$ cat config.mk
export PLATFORM = sky130hd
export DESIGN_NAME = snn_frame_loader_flat
export DESIGN_NICKNAME = d
export VERILOG_FILES = /design/src/rtl/snn_frame_loader_if.sv /design/src/rtl/snn_frame_loader.sv /design/src/flat_wrapper.sv
export SDC_FILE = /design/constraint.sdc
export NUM_CORES = 2
export LEC_CHECK = 0
export BUFFER_PORTS_ARGS = -buffer_cell sky130_fd_sc_hd__clkbuf_2
export CAP_MARGIN = 25
export CORE_AREA = 2 2 498 500
export CTS_BUF_LIST = sky130_fd_sc_hd__clkbuf_16
export DETAILED_ROUTE_END_ITERATION = 7
export DIE_AREA = 0 0 500 502
export GPL_TIMING_DRIVEN = 0
export SLEW_MARGIN = 15
export SYNTH_ARGS = -nofsm -noshare
export SYNTH_HDL_FRONTEND = slang
export SYNTH_SLANG_ARGS = --single-unit
$ cat constraint.sdc
create_clock -name iCLK -period 6.7 [get_ports iCLK]
set_clock_uncertainty 0.15 [all_clocks]
set_input_delay 0.335 -clock iCLK [delete_from_list [all_inputs] [get_ports iCLK]]
set_output_delay 0.335 -clock iCLK [all_outputs]
set_load 0.02 [all_outputs]
$ cat src/rtl/snn_frame_loader_if.sv
// Handshake/bus bundle between the JTAG word bank, the frame loader and run_network.
// The slave side is the loader; the master side is whoever drives chunks and network results.
interface snn_frame_loader_if #(
  parameter int WORDS    = 14,
  parameter int IMG_BITS = 800
);
  logic [WORDS*32-1:0]  iWORDS;
  logic                 iNEXT;
  logic                 iFINISH;
  logic                 iCLR_ERR;
  logic                 iSNN_DONE;
  logic [1:0]           iSNN_OUT;
  logic [IMG_BITS-1:0]  oIMAGE;
  logic                 oIMAGE_VALID;
  logic                 oSNN_START;
  logic [1:0]           oRESULT;
  logic                 oRESULT_VALID;
  logic                 oBUSY;
  logic                 oPROTO_ERR;
  logic                 oTIMEOUT;

  modport master (
    output iWORDS, iNEXT, iFINISH, iCLR_ERR, iSNN_DONE, iSNN_OUT,
    input  oIMAGE, oIMAGE_VALID, oSNN_START, oRESULT, oRESULT_VALID,
           oBUSY, oPROTO_ERR, oTIMEOUT
  );

  modport slave (
    input  iWORDS, iNEXT, iFINISH, iCLR_ERR, iSNN_DONE, iSNN_OUT,
    output oIMAGE, oIMAGE_VALID, oSNN_START, oRESULT, oRESULT_VALID,
           oBUSY, oPROTO_ERR, oTIMEOUT
  );
endinterface

$ cat src/rtl/snn_frame_loader.sv
// Copies JTAG chunks word-by-word into the SNN pixel buffer, starts the network,
// and latches its classification; flags protocol errors and run timeouts.
//
// state   | meaning
// S_IDLE  | waiting for a synchronised iNEXT rising edge
// S_COPY  | writing one held word per cycle into the image buffer
// S_START | issuing the one-cycle network start pulse
// S_RUN   | waiting for iSNN_DONE or the timeout count
module snn_frame_loader #(
  parameter int WORDS    = 14,
  parameter int IMG_BITS = 800,
  parameter int TIMEOUT  = 4095
) (
  input  logic              iCLK,
  input  logic              iRESETn,
  snn_frame_loader_if.slave bus
);

  localparam int          CHUNK_BITS = WORDS * 32;
  localparam int          IMG_WORDS  = IMG_BITS / 32;
  localparam logic [11:0] TO_LAST    = 12'(TIMEOUT - 1);

  typedef enum logic [1:0] {S_IDLE, S_COPY, S_START, S_RUN} state_t;

  state_t               r_state;
  logic [2:0]           r_next_sync;
  logic [1:0]           r_fin_sync;
  logic [WORDS*32-1:0]  r_hold;
  logic                 r_last;
  logic [7:0]           r_idx;
  logic [7:0]           r_w;
  logic [11:0]          r_cnt;
  logic [IMG_BITS-1:0]  r_image;
  logic                 r_img_valid;
  logic                 r_start;
  logic [1:0]           r_result;
  logic                 r_res_valid;
  logic                 r_proto_err;
  logic                 r_timeout;

  logic                 w_next_edge;
  logic [15:0]          w_img_word;
  logic                 w_img_ok;
  logic [31:0]          w_word;
  logic                 w_last_word;
  logic                 w_no_room;

  assign w_next_edge = r_next_sync[1] & ~r_next_sync[2];
  assign w_img_word  = 16'(r_idx) * 16'(WORDS) + 16'(r_w);
  assign w_img_ok    = w_img_word < 16'(IMG_WORDS);
  assign w_word      = r_hold[{r_w, 5'b0} +: 32];
  assign w_last_word = r_w == 8'(WORDS - 1);
  // Room check for the chunk that would follow this one
  assign w_no_room   = (32'(r_idx) + 32'd1) * 32'(CHUNK_BITS) >= 32'(IMG_BITS);

  always_ff @(posedge iCLK or negedge iRESETn) begin
    if (!iRESETn) begin
      r_state     <= S_IDLE;
      r_next_sync <= '0;
      r_fin_sync  <= '0;
      r_hold      <= '0;
      r_last      <= 1'b0;
      r_idx       <= '0;
      r_w         <= '0;
      r_cnt       <= '0;
      r_image     <= '0;
      r_img_valid <= 1'b0;
      r_start     <= 1'b0;
      r_result    <= '0;
      r_res_valid <= 1'b0;
      r_proto_err <= 1'b0;
      r_timeout   <= 1'b0;
    end else begin
      r_next_sync <= {r_next_sync[1:0], bus.iNEXT};
      r_fin_sync  <= {r_fin_sync[0], bus.iFINISH};
      r_start     <= 1'b0;

      // Error sets below are later assignments, so they override this clear
      if (bus.iCLR_ERR) begin
        r_proto_err <= 1'b0;
        r_timeout   <= 1'b0;
      end

      case (r_state)
        S_IDLE: begin
          if (w_next_edge) begin
            r_hold  <= bus.iWORDS;
            r_last  <= r_fin_sync[1];
            r_w     <= '0;
            r_state <= S_COPY;
            if (r_idx == '0) begin
              r_img_valid <= 1'b0;
              r_res_valid <= 1'b0;
            end
          end
        end

        S_COPY: begin
          if (w_next_edge) r_proto_err <= 1'b1;
          if (w_img_ok) r_image[{w_img_word, 5'b0} +: 32] <= w_word;
          if (w_last_word) begin
            if (r_last) begin
              r_idx       <= '0;
              r_img_valid <= 1'b1;
              r_state     <= S_START;
            end else if (w_no_room) begin
              r_proto_err <= 1'b1;
              r_idx       <= '0;
              r_state     <= S_IDLE;
            end else begin
              r_idx   <= r_idx + 8'd1;
              r_state <= S_IDLE;
            end
          end else begin
            r_w <= r_w + 8'd1;
          end
        end

        S_START: begin
          if (w_next_edge) r_proto_err <= 1'b1;
          r_start <= 1'b1;
          r_cnt   <= '0;
          r_state <= S_RUN;
        end

        S_RUN: begin
          if (w_next_edge) r_proto_err <= 1'b1;
          if (bus.iSNN_DONE) begin
            r_result    <= bus.iSNN_OUT;
            r_res_valid <= 1'b1;
            r_state     <= S_IDLE;
          end else if (r_cnt == TO_LAST) begin
            r_timeout <= 1'b1;
            r_state   <= S_IDLE;
          end else begin
            r_cnt <= r_cnt + 12'd1;
          end
        end

        default: r_state <= S_IDLE;
      endcase
    end
  end

  assign bus.oIMAGE        = r_image;
  assign bus.oIMAGE_VALID  = r_img_valid;
  assign bus.oSNN_START    = r_start;
  assign bus.oRESULT       = r_result;
  assign bus.oRESULT_VALID = r_res_valid;
  assign bus.oBUSY         = r_state != S_IDLE;
  assign bus.oPROTO_ERR    = r_proto_err;
  assign bus.oTIMEOUT      = r_timeout;

endmodule

$ cat src/flat_wrapper.sv
// flat-port wrapper written by rule: the top's interface ports become plain ports
module snn_frame_loader_flat 
#(
  parameter int WORDS    = 14,
  parameter int IMG_BITS = 800,
  parameter int TIMEOUT  = 4095
)
  (iCLK, iRESETn, bus_iWORDS, bus_iNEXT, bus_iFINISH, bus_iCLR_ERR, bus_iSNN_DONE, bus_iSNN_OUT, bus_oIMAGE, bus_oIMAGE_VALID, bus_oSNN_START, bus_oRESULT, bus_oRESULT_VALID, bus_oBUSY, bus_oPROTO_ERR, bus_oTIMEOUT);
  snn_frame_loader_if #(.WORDS(WORDS), .IMG_BITS(IMG_BITS)) bus_i ();
  input  logic iCLK;
  input  logic iRESETn;
  input wire logic [$bits(bus_i.iWORDS)-1:0] bus_iWORDS;
  input wire logic [$bits(bus_i.iNEXT)-1:0] bus_iNEXT;
  input wire logic [$bits(bus_i.iFINISH)-1:0] bus_iFINISH;
  input wire logic [$bits(bus_i.iCLR_ERR)-1:0] bus_iCLR_ERR;
  input wire logic [$bits(bus_i.iSNN_DONE)-1:0] bus_iSNN_DONE;
  input wire logic [$bits(bus_i.iSNN_OUT)-1:0] bus_iSNN_OUT;
  output wire logic [$bits(bus_i.oIMAGE)-1:0] bus_oIMAGE;
  output wire logic [$bits(bus_i.oIMAGE_VALID)-1:0] bus_oIMAGE_VALID;
  output wire logic [$bits(bus_i.oSNN_START)-1:0] bus_oSNN_START;
  output wire logic [$bits(bus_i.oRESULT)-1:0] bus_oRESULT;
  output wire logic [$bits(bus_i.oRESULT_VALID)-1:0] bus_oRESULT_VALID;
  output wire logic [$bits(bus_i.oBUSY)-1:0] bus_oBUSY;
  output wire logic [$bits(bus_i.oPROTO_ERR)-1:0] bus_oPROTO_ERR;
  output wire logic [$bits(bus_i.oTIMEOUT)-1:0] bus_oTIMEOUT;
  assign bus_i.iWORDS = bus_iWORDS;
  assign bus_i.iNEXT = bus_iNEXT;
  assign bus_i.iFINISH = bus_iFINISH;
  assign bus_i.iCLR_ERR = bus_iCLR_ERR;
  assign bus_i.iSNN_DONE = bus_iSNN_DONE;
  assign bus_i.iSNN_OUT = bus_iSNN_OUT;
  assign bus_oIMAGE = bus_i.oIMAGE;
  assign bus_oIMAGE_VALID = bus_i.oIMAGE_VALID;
  assign bus_oSNN_START = bus_i.oSNN_START;
  assign bus_oRESULT = bus_i.oRESULT;
  assign bus_oRESULT_VALID = bus_i.oRESULT_VALID;
  assign bus_oBUSY = bus_i.oBUSY;
  assign bus_oPROTO_ERR = bus_i.oPROTO_ERR;
  assign bus_oTIMEOUT = bus_i.oTIMEOUT;
  snn_frame_loader #(.WORDS(WORDS), .IMG_BITS(IMG_BITS), .TIMEOUT(TIMEOUT)) u_core (.iCLK(iCLK), .iRESETn(iRESETn), .bus(bus_i));
endmodule
==> results.md <==
* Max-cap violations at 0
* Pin count of the biggest net entering global routing at 101
* Vias in the first global route at 45530
* Max Clk Rate at around 160 MHz
* Final hold slack at between 0.08 and 0.09 ns
* Asr flop ratio synth at 1.000
* PnR worst setup slack at between 0.3 and 0.4 ns
* Hold Crit Class: primary input to register
* GRT Overall Usage at 0.2070
* Max_slew headroom at 0.2897
* Register area share after synthesis at 0.5939
* Commonest cells after routing, fill and taps aside: 1481 x nand2_1, 1291 x dfrtp_1, 1282 x clkbuf_2
* WS Path Type: register to register
* Number of placement rows at between 150 and 200
* Slew at the pin closest to its max-slew limit at ~1.1 ns
* Crit Reg-Reg Endpoint: u_core.bus.oIMAGE[689]$_DFFE_PN0P_
* PD cells at between 500 and 600 nW/um^2
* Synthesized area at between 50000 and 60000 um^2
* CP max stage delay at between 0.8 and 0.9 ns
* Initial Util at 0.2218
* I/O Buffers at 1263
* Synth warn at 0
* Routed WL per cell at 27.14 um
* Crit path time final at ~6.4 ns
* R2R depth at 15
* Ports at 1264
* RSZ-0062 raised after global routing: yes
* Critical Path Start Type: register
* Die Area at approximately 250000 um^2
* CP max stage cell: nor3_2
* Setup WS pre-CTS at -0.2864 ns
* Initial drt markers at between 3000 and 4000
* Die height at about 500 um
* Final wirelength at between 200000 and 300000 um
* Number of CTS-inserted buffers at roughly 150
* Post-synth EDFFs at 0
* Vias per cell at ~4.5
* Hold worst-path end: u_core.r_fin_sync[0]$_DFF_PN0_
* # setup viols final at 0
* Crit path max-delay family: simple AND/OR/NAND/NOR gates
* CP Max Fanout at 10
* Final Hold Vio Count at 0
* Initial antenna violation count at 54
* Remaining DRCs at 0
* Post-synth net total at between 5000 and 6000
* Grt ovf at 0
* Crit path DAT at about 6.9 ns
* First-pass GRT wire length at between 300000 and 400000 um
* Synth Instances at 4529
* Post-DRT Antenna Nets at 0
* Syn avg cell area at about 12 um^2
* Final Slew Violations at 0
* Area delta synth->final at 39.59%
* Final worst-path cycle share at 0.9487
* Clock Sinks at 1291
* CP Cell Sequence: fa_1 -> ha_1 -> inv_1 -> fa_1 -> inv_1 -> ha_1 -> or2_2 -> o22a_1 -> xnor2_1 -> or4b_1 -> a22oi_2 -> nand4_2 -> nor3_2 -> buf_2 -> mux2_2
* #FFs+latches synth at approximately 1300
* Most common cell after layout, fill and taps aside: nand2_1
* Clock slew at reported path FFs at around 0.06 ns
* CTS tree: yes
* Outcome: completed
* Synth unique cells at 62
* Worst IR drop on VDD at around 0.3 mV
* Dpl hpwl at between 200000 and 250000 um
* Layout Nets at 7006
* Vias at 44030
* Hold_sp: bus_iFINISH
* Worst hold path depth at 2
* Data required time at the worst endpoint at between 7 and 8 ns
* Core area at around 250000 um^2
* Reg-to-reg critical path startpoint: u_core.r_idx[1]$_DFFE_PN0P_
* Die W at around 500 um
* Worst setup path start: u_core.r_idx[1]$_DFFE_PN0P_
* Root Buffer: clkbuf_16
* Share of cells above drive strength 1 at 0.3884
* Bufs on Longest Clock Path at 3
* R2R Setup Slk at 0.34 ns
* Static Leak at ~0.038 uW
* Main synth FF type: dfrtp_1
* TritonRoute pass-1 iters at 7
* Setup TNS at 0 ns
* Worst skew pair latency at between 0.8 and 0.9 ns
* Crit end category: register
* H-tree levels at 4
* GP Congestion at just over 0.9
* Buf+Inv Stages, Crit Path at 3
-- worst register-to-register path, delay by kind of cell, from the launching register on --
family	cells	cell delay (ns)
AO/OA/AOI/OAI	2	0.60
AND/OR/NAND/NOR	4	2.08
multiplexers	1	0.41
adder cells (fa/ha/maj)	4	1.49
XOR/XNOR	1	0.18
flip-flops	1	0.52
buffers and inverters	3	0.78
-- registers in the layout, summed over array words and instances, names as in the netlist, named ones only --
name,count
u_core.bus.oTIMEOUT,1
u_core.r_state,1
u_core.bus.oSNN_START,1
u_core.r_hold,448
u_core.r_fin_sync,2
u_core.r_w,8
u_core.r_next_sync,3
u_core.r_cnt,12
u_core.bus.oPROTO_ERR,1
u_core.bus.oIMAGE,800
u_core.r_last,1
u_core.bus.oIMAGE_VALID,1
u_core.bus.oRESULT_VALID,1
u_core.r_idx,8
u_core.bus.oRESULT,2
-- where the power goes --
part | internal (uW) | switching [uW] | total (uW)
Combinational | 7120 | 15300 | 22400
Clock | 4530 | 3640 | 8160
Sequential | 10900 | 1810 | 12700
Total | 22600 | 20700 | 43300
-- Yosys cell counts (14+ instances only) --
cell	number	area (um^2)
dfrtp_1	1291	32310
inv_1	40	150.1
mux2_2	725	8164
nand3_1	15	75.07
buf_2	82	410.4
nand2_1	1481	5559
nor3_2	23	230.2
clkbuf_1	212	795.8
nor3b_1	32	240.2
xor2_1	14	122.6
a21oi_1	85	425.4
nor4_1	34	212.7
o21ai_0	55	275.3
mux4_2	96	2162
buf_1	17	63.81
mux2_1	79	889.6
fa_1	17	340.3
nor2_1	32	120.1
mux2i_1	33	330.3
ha_1	43	538.0
xnor2_1	23	201.4
-- how the worst max path moves through the flow --
stage / endpoint / slack [ns] / depth (start not counted)
floorplan: u_core.bus.oIMAGE[610]$_DFFE_PN0P_ / 1.62 / 17
global placement: u_core.bus.oIMAGE[299]$_DFFE_PN0P_ / -26.54 / 1
detailed placement: u_core.bus.oIMAGE[568]$_DFFE_PN0P_ / -0.29 / 16
CTS: u_core.bus.oIMAGE[792]$_DFFE_PN0P_ / 0.04 / 16
global route: u_core.bus.oIMAGE[689]$_DFFE_PN0P_ / -0.05 / 16
finish: u_core.bus.oIMAGE[689]$_DFFE_PN0P_ / 0.34 / 15
-- cell type report --
| cell class | count | area (um^2) |
|---|---|---|
| diodes | 36 | 90.09 |
| plain buffers | 311 | 1328 |
| clock buffers | 148 | 3704 |
| clock inverters | 109 | 1179 |
| fillers | 24930 | 169300 |
| inverters | 40 | 150.1 |
| multi-input cells | 2884 | 20930 |
| flip-flops and latches | 1291 | 32310 |
| well taps | 3220 | 4029 |
| repair buffers | 1814 | 12210 |
-- metrics by stage --
step                cells  power, uW  instance area (um^2)    util
finish               9853      43320                 75930  0.3096
global route         9831      45490                 75870  0.3094
CTS                  9808      43820                 75700  0.3087
detailed placement   9093      35280                 66180  0.2699
global placement     9012      33810                 64750  0.2640
floorplan            4529      22990                 54400       -
-- timing repair --
action / 4_1_cts / 5_1_grt
hold buffers: 458 / 0
resized for setup: 11 / 7
pin swaps: 3 / 6
setup endpoints to repair: 228 / 237
buffers inserted: 3 / 6
endpoints found under the hold margin: 728 / 0
-- kinds of logic (layout without fill, tap and decap cells) --
group,after synthesis,in the layout,synth area share
and+or+nand+nor,1676,1676,0.1261
buffers and inverters,354,2422,0.02673
DFF,1291,1291,0.5939
adders and majority gates,60,60,0.01615
other,0,36,0
AOI/OAI and AO/OA,178,178,0.01893
xor gates and xnor gates,37,37,0.005957
muxes,933,933,0.2123
-- metal layers --
metal	share of wire	up-vias	global-route usage	wire, um
met5	0.00024	-	0	63
met1	0.40	22540	0.2510	107500
met4	0.056	10	0.1057	15040
met3	0.068	496	0.04983	18230
met2	0.47	1855	0.3414	126700
li1	-	19120	-	-
(Power assumes the default switching activity.)
